File: src/rtl/serial_rx_pkg.sv
// Shared serial-link types: receiver FSM states and the idle line level.
// Also intended for the serial transmitter block.
package serial_rx_pkg;

  typedef enum logic [1:0] {RX_IDLE, RX_START, RX_DATA, RX_STOP} rx_state_t;

  localparam logic LINE_IDLE = 1'b1;

endpackage

File: src/rtl/sync_2ff.sv
// Two-flop synchroniser for an asynchronous level; 2 clk latency, no backpressure.
// Reset value is a parameter so idle-high lines come out of reset idle.
module sync_2ff #(
  parameter logic RESET_VAL = 1'b0
) (
  input  logic clk,
  input  logic rst_n,
  input  logic d,
  output logic q
);

  logic meta;

  always_ff @(posedge clk) begin
    if (!rst_n) begin
      meta <= RESET_VAL;
      q    <= RESET_VAL;
    end else begin
      meta <= d;
      q    <= meta;
    end
  end

endmodule

File: src/rtl/serial_rx_8bit.sv
// Oversampling serial frame receiver; byte appears 1 clk after the mid-stop sample (+2 clk sync).
// Bytes held on rx_valid until rx_ready; a byte completing while one is still held is dropped and flagged sticky overrun.
module serial_rx_8bit
  import serial_rx_pkg::*;
#(
  parameter int DATA_BITS  = 8,
  parameter int OVERSAMPLE = 4,
  parameter bit MSB_FIRST  = 1'b1
) (
  input  logic                 clk,
  input  logic                 rst_n,
  input  logic                 sample_tick,
  input  logic                 serial_in,
  output logic [DATA_BITS-1:0] rx_data,
  output logic                 rx_valid,
  input  logic                 rx_ready,
  output logic                 frame_error,
  output logic                 overrun,
  input  logic                 clear_err,
  output logic                 busy
);

  localparam int OSW = $clog2(OVERSAMPLE);
  localparam int BCW = $clog2(DATA_BITS + 1);
  localparam logic [OSW-1:0] OS_LAST  = OSW'(OVERSAMPLE - 1);
  localparam logic [OSW-1:0] OS_MID   = OSW'(OVERSAMPLE / 2 - 1);
  localparam logic [BCW-1:0] BIT_LAST = BCW'(DATA_BITS - 1);

  rx_state_t              state;
  logic [OSW-1:0]         os_cnt;
  logic [BCW-1:0]         bit_cnt;
  logic [DATA_BITS-1:0]   shreg;
  logic [DATA_BITS-1:0]   shift_next;
  logic                   line;
  logic                   os_last;
  logic                   complete;

  sync_2ff #(.RESET_VAL(LINE_IDLE)) u_sync (
    .clk   (clk),
    .rst_n (rst_n),
    .d     (serial_in),
    .q     (line)
  );

  always_comb begin
    shift_next = shreg;
    if (MSB_FIRST) begin
      shift_next    = shreg << 1;
      shift_next[0] = line;
    end else begin
      shift_next                = shreg >> 1;
      shift_next[DATA_BITS-1]   = line;
    end
  end

  assign os_last  = (os_cnt == OS_LAST);
  assign complete = sample_tick && (state == RX_STOP) && os_last && (line == LINE_IDLE);
  assign busy     = (state != RX_IDLE);

  always_ff @(posedge clk) begin
    if (!rst_n) begin
      state       <= RX_IDLE;
      os_cnt      <= '0;
      bit_cnt     <= '0;
      shreg       <= '0;
      rx_data     <= '0;
      rx_valid    <= 1'b0;
      frame_error <= 1'b0;
      overrun     <= 1'b0;
    end else begin
      frame_error <= 1'b0;

      if (sample_tick) begin
        case (state)
          RX_IDLE: begin
            if (line != LINE_IDLE) begin
              state  <= RX_START;
              os_cnt <= '0;
            end
          end
          RX_START: begin
            // Re-check the line mid start bit to reject short glitches.
            if (os_cnt == OS_MID) begin
              if (line == LINE_IDLE) begin
                state <= RX_IDLE;
              end else begin
                os_cnt  <= '0;
                bit_cnt <= '0;
                state   <= RX_DATA;
              end
            end else begin
              os_cnt <= os_cnt + 1'b1;
            end
          end
          RX_DATA: begin
            if (os_last) begin
              os_cnt  <= '0;
              shreg   <= shift_next;
              bit_cnt <= bit_cnt + 1'b1;
              if (bit_cnt == BIT_LAST) state <= RX_STOP;
            end else begin
              os_cnt <= os_cnt + 1'b1;
            end
          end
          RX_STOP: begin
            if (os_last) begin
              os_cnt <= '0;
              state  <= RX_IDLE;
              if (line != LINE_IDLE) frame_error <= 1'b1;
            end else begin
              os_cnt <= os_cnt + 1'b1;
            end
          end
          default: state <= RX_IDLE;
        endcase
      end

      // Clear first so a same-clk overrun set wins.
      if (clear_err) overrun <= 1'b0;

      if (complete) begin
        if (!rx_valid || rx_ready) begin
          rx_data  <= shreg;
          rx_valid <= 1'b1;
        end else begin
          overrun <= 1'b1;
        end
      end else if (rx_valid && rx_ready) begin
        rx_valid <= 1'b0;
      end
    end
  end

endmodule
File: config.mk
export PLATFORM = sky130hd
export DESIGN_NAME = serial_rx_8bit
export DESIGN_NICKNAME = d
export VERILOG_FILES = /design/src/rtl/serial_rx_pkg.sv /design/src/rtl/sync_2ff.sv /design/src/rtl/serial_rx_8bit.sv
export SDC_FILE = /design/constraint.sdc
export NUM_CORES = 1
export LEC_CHECK = 0
export ABC_AREA = 1
export CAP_MARGIN = 20
export CORE_ASPECT_RATIO = 0.5
export CORE_UTILIZATION = 47
export DETAILED_ROUTE_END_ITERATION = 10
export GPL_TIMING_DRIVEN = 0
export PLACE_DENSITY_LB_ADDON = 0.12
export SLEW_MARGIN = 20
export SYNTH_ARGS = -nofsm -noshare
export SYNTH_HDL_FRONTEND = slang
export SYNTH_SLANG_ARGS = --single-unit
File: constraint.sdc
create_clock -name clk -period 1.35 [get_ports clk]
set_input_delay 0.405 -clock clk [delete_from_list [all_inputs] [get_ports clk]]
set_output_delay 0.405 -clock clk [all_outputs]
set_load 0.02 [all_outputs]
==> flow_summary.yaml <==
run_status:
  status: "finished, violations left"
  violations: "setup timing"
power_and_ir_drop:
  vdd_drop_max_uv: 810
  powerDensity_nw_per_um2: 1060
  combPwrFrac: 0.062
  p_sw_frac: 0.218
  total_power_mw: 1.84
  p_leak_nw: 0.709
  p_switching_mw: 0.401
  clock_power_share: 0.469
  p_int_mw: 1.44
  pwr-share-seq: 0.469
clock_tree:
  cts.htree.levels: 2
  insertion_delay_ns: 0.29
  cts_sinks: 29
  cts_root_buf: "clkbuf_8"
  path_clk_slew_ns: 0.06
  cts_tree: "built"
  cts_max_path_buffers: 2
  cts_inserted_buffers: 5
logic_synthesis:
  synth-edff-count: 0
  syn_avg_cell_area_um2: 7.73
  synth_seq_cells: 29
  synth_warnings: 0
  ys_async_sr_fraction: 0
  syn_area_um2: 1280
  synth_area_leaders: "dfxtp_1 45%, nand2_1 8.5%, a21oi_1 7.8%, nor2_1 7.1%, nand3_1 5.9%"
  synth_top_cell_area_share: 0.455
  netlist_instances: 165
  yosys.area.top_type: "dfxtp_1"
  ys_seq_area_frac: 0.455
  synth_flop_cell: "dfxtp_1"
  synth.distinct_cells: 25
  synthesis.nets: 176
cells_and_area:
  nNetsFinal: 208
  antenna-diode-count: 0
  fin_area_um2: 1740
  areaGrowthSynthToFinish_pct: 36.0
  fillers: 201
  drive_gt1_frac: 0.325
  finalNonFillerCells: 232
floorplan:
  fp.dieH_um: 38.8
  num_rows: 12
  fp.dieW_um: 75.7
  initial_utilization: 0.535
  dieArea_um2: 2940
  io_pins: 18
  core_area_um2: 2390
sta:
  fmax_ghz: 0.704
  fin_tns_setup_ns: -0.0966
  skew_ns: 0.00495
  finalCritPeriodShare: 1.05
  worst_slew_pin_slew_ns: 0.262
  setup_viol: 4
  slew_headroom: 0.826
  period_needed_ns: 1.42
  finalWorstSetupSlack_ns: -0.0704
  rsz0062_at_grt: "true"
  report.final.slew_viol_count: 0
  hold_violations: 0
run:
  cap_violations: 0
critical_path:
  crit_arrival_ns: 1.02
  crit_path_cell_trace: "buf_6, nor2_4, inv_1, buf_2"
  max_stage_delay_ns: 0.31
  required_ns: 0.95
  crit_type: "flop to output port"
  crit_path_end_kind: "output port"
  critPathMaxFanout: 10
  start_kind: "flop"
  slowest_stage: "dfxtp_1"
grt:
  grt_pass1_vias: 990
  met1_usage: 0.256
  top_usage_layer: "met2"
  grt_use_met2: 0.353
  grt_pass1_wl_um: 4360
  grt_use_total: 0.217
  antenna_found_initial: 0
  grt_max_degree: 12
  met3_usage: 0.0703
  grt_overflow: 0
route:
  ant_nets: 0
  vias: 1174
  wl_um: 2780
  drc: 0
  wl_per_cell_um: 12.0
  drt-pass1-iter-count: 4
  dr.first_iter.drc_count: 82
  vias_per_cell: 5.06
min_path:
  hp-class: "flop to flop"
placed_design:
  dp.cells: 217
  dp_hpwl_um: 1760
  pre_cts_slack_ns: -0.592
  place_area_um2: 1490
  gp_congestion: 0.796
  numPortBuffers: 17
==> routing by layer <==
metal  part of all wire  vias up
li1                   -      599
met1               0.49      543
met2               0.44       24
met3              0.041        8
met4              0.022        0
met5                  0        -
==> path summary, 6_finish.rpt <==
kind | slack [ns] | from | to | depth (start not counted)
hold / removal | 0.41 | u_sync.meta | u_sync.q | 1
setup / recovery | -0.07 | state[0] | busy | 4
setup reg to reg | -0.01 | os_cnt[0] | rx_data[0] | 7
hold reg to reg | 0.41 | u_sync.meta | u_sync.q | 1
==> Yosys cell counts (all sizes together) (2+ instances only) <==
master,count
buf,2
nand3,16
dfxtp,29
nor2,29
ha,5
inv,13
or2,2
a21oi,20
clkinv,2
o21ai,10
nand2,30
==> final cells by class <==
cell class | count | area, um^2 | share of cell area
Multi-Input combinational cell | 120 | 727 | 0.419
Clock inverter | 2 | 35.0 | 0.0202
Inverter | 15 | 73.8 | 0.0425
Tap cell | 35 | 43.8 | 0.0252
Timing Repair Buffer | 23 | 174 | 0.100
Sequential cell | 29 | 592 | 0.341
Buffer | 3 | 21.3 | 0.0123
Clock buffer | 5 | 68.8 | 0.0397
==> cell usage in the layout (no fill, tap or decap), types with 4 or more instances in the layout <==
master / Yosys / routed
clkbuf_8: 0 / 5
inv_2: 4 / 5
nand2_2: 0 / 7
nand3_1: 15 / 14
o21ai_0: 10 / 10
clkdlybuf4s50_1: 0 / 4
inv_1: 9 / 8
clkbuf_2: 0 / 9
nor2_4: 3 / 5
a21oi_1: 20 / 14
nand2_1: 29 / 22
a21oi_2: 0 / 6
buf_4: 1 / 5
clkdlybuf4s15_1: 0 / 4
dfxtp_1: 29 / 26
nor2_1: 24 / 22
==> registers in the layout (all words and copies together), names as in the netlist, named ones only <==
register,flops
rx_valid,1
bit_cnt,4
os_cnt,2
frame_error,1
overrun,1
u_sync.q,1
u_sync.meta,1
shreg,8
state,1
rx_data,8
==> repair_timing <==
item                       CTS  global route
gates cloned                 2             0
resized for setup           36            38
pin swaps                    4             8
setup endpoints to repair   36            36
hold buffers                 0             0
setup buffers                3             3
==> cells by family (layout without fill, tap and decap cells) <==
group	after synthesis	in the layout	synth area share
xor gates and xnor gates	2	2	0.0137
and+or+nand+nor	80	82	0.303
DFF	29	29	0.455
buffers and inverters	18	48	0.0559
adders and majority gates	5	5	0.0490
AOI/OAI and AO/OA	31	31	0.124
==> worst max-delay path: cells and delay by family (launching register included) <==
kind                   cells  cell delay [ns]
flip-flops                 1             0.31
AND/OR/NAND/NOR            1             0.10
buffers and inverters      3             0.33
==> power groups by stage <==
stage	registers (mW)	clock network, mW	logic [mW]
after floorplan	0.886	0	0.0577
after global placement	0.887	0	0.0908
after detailed placement	0.888	0	0.0920
after CTS	0.866	0.890	0.0952
after global routing	0.866	0.912	0.124
final	0.865	0.864	0.113
==> through the flow <==
step	util	hold WS, ns
floorplan	-	0.393
global placement	0.624	0.402
detailed placement	0.624	0.402
CTS	0.691	0.416
global route	0.727	0.430
finish	0.727	0.413
Power figures use the tool's default switching activity.
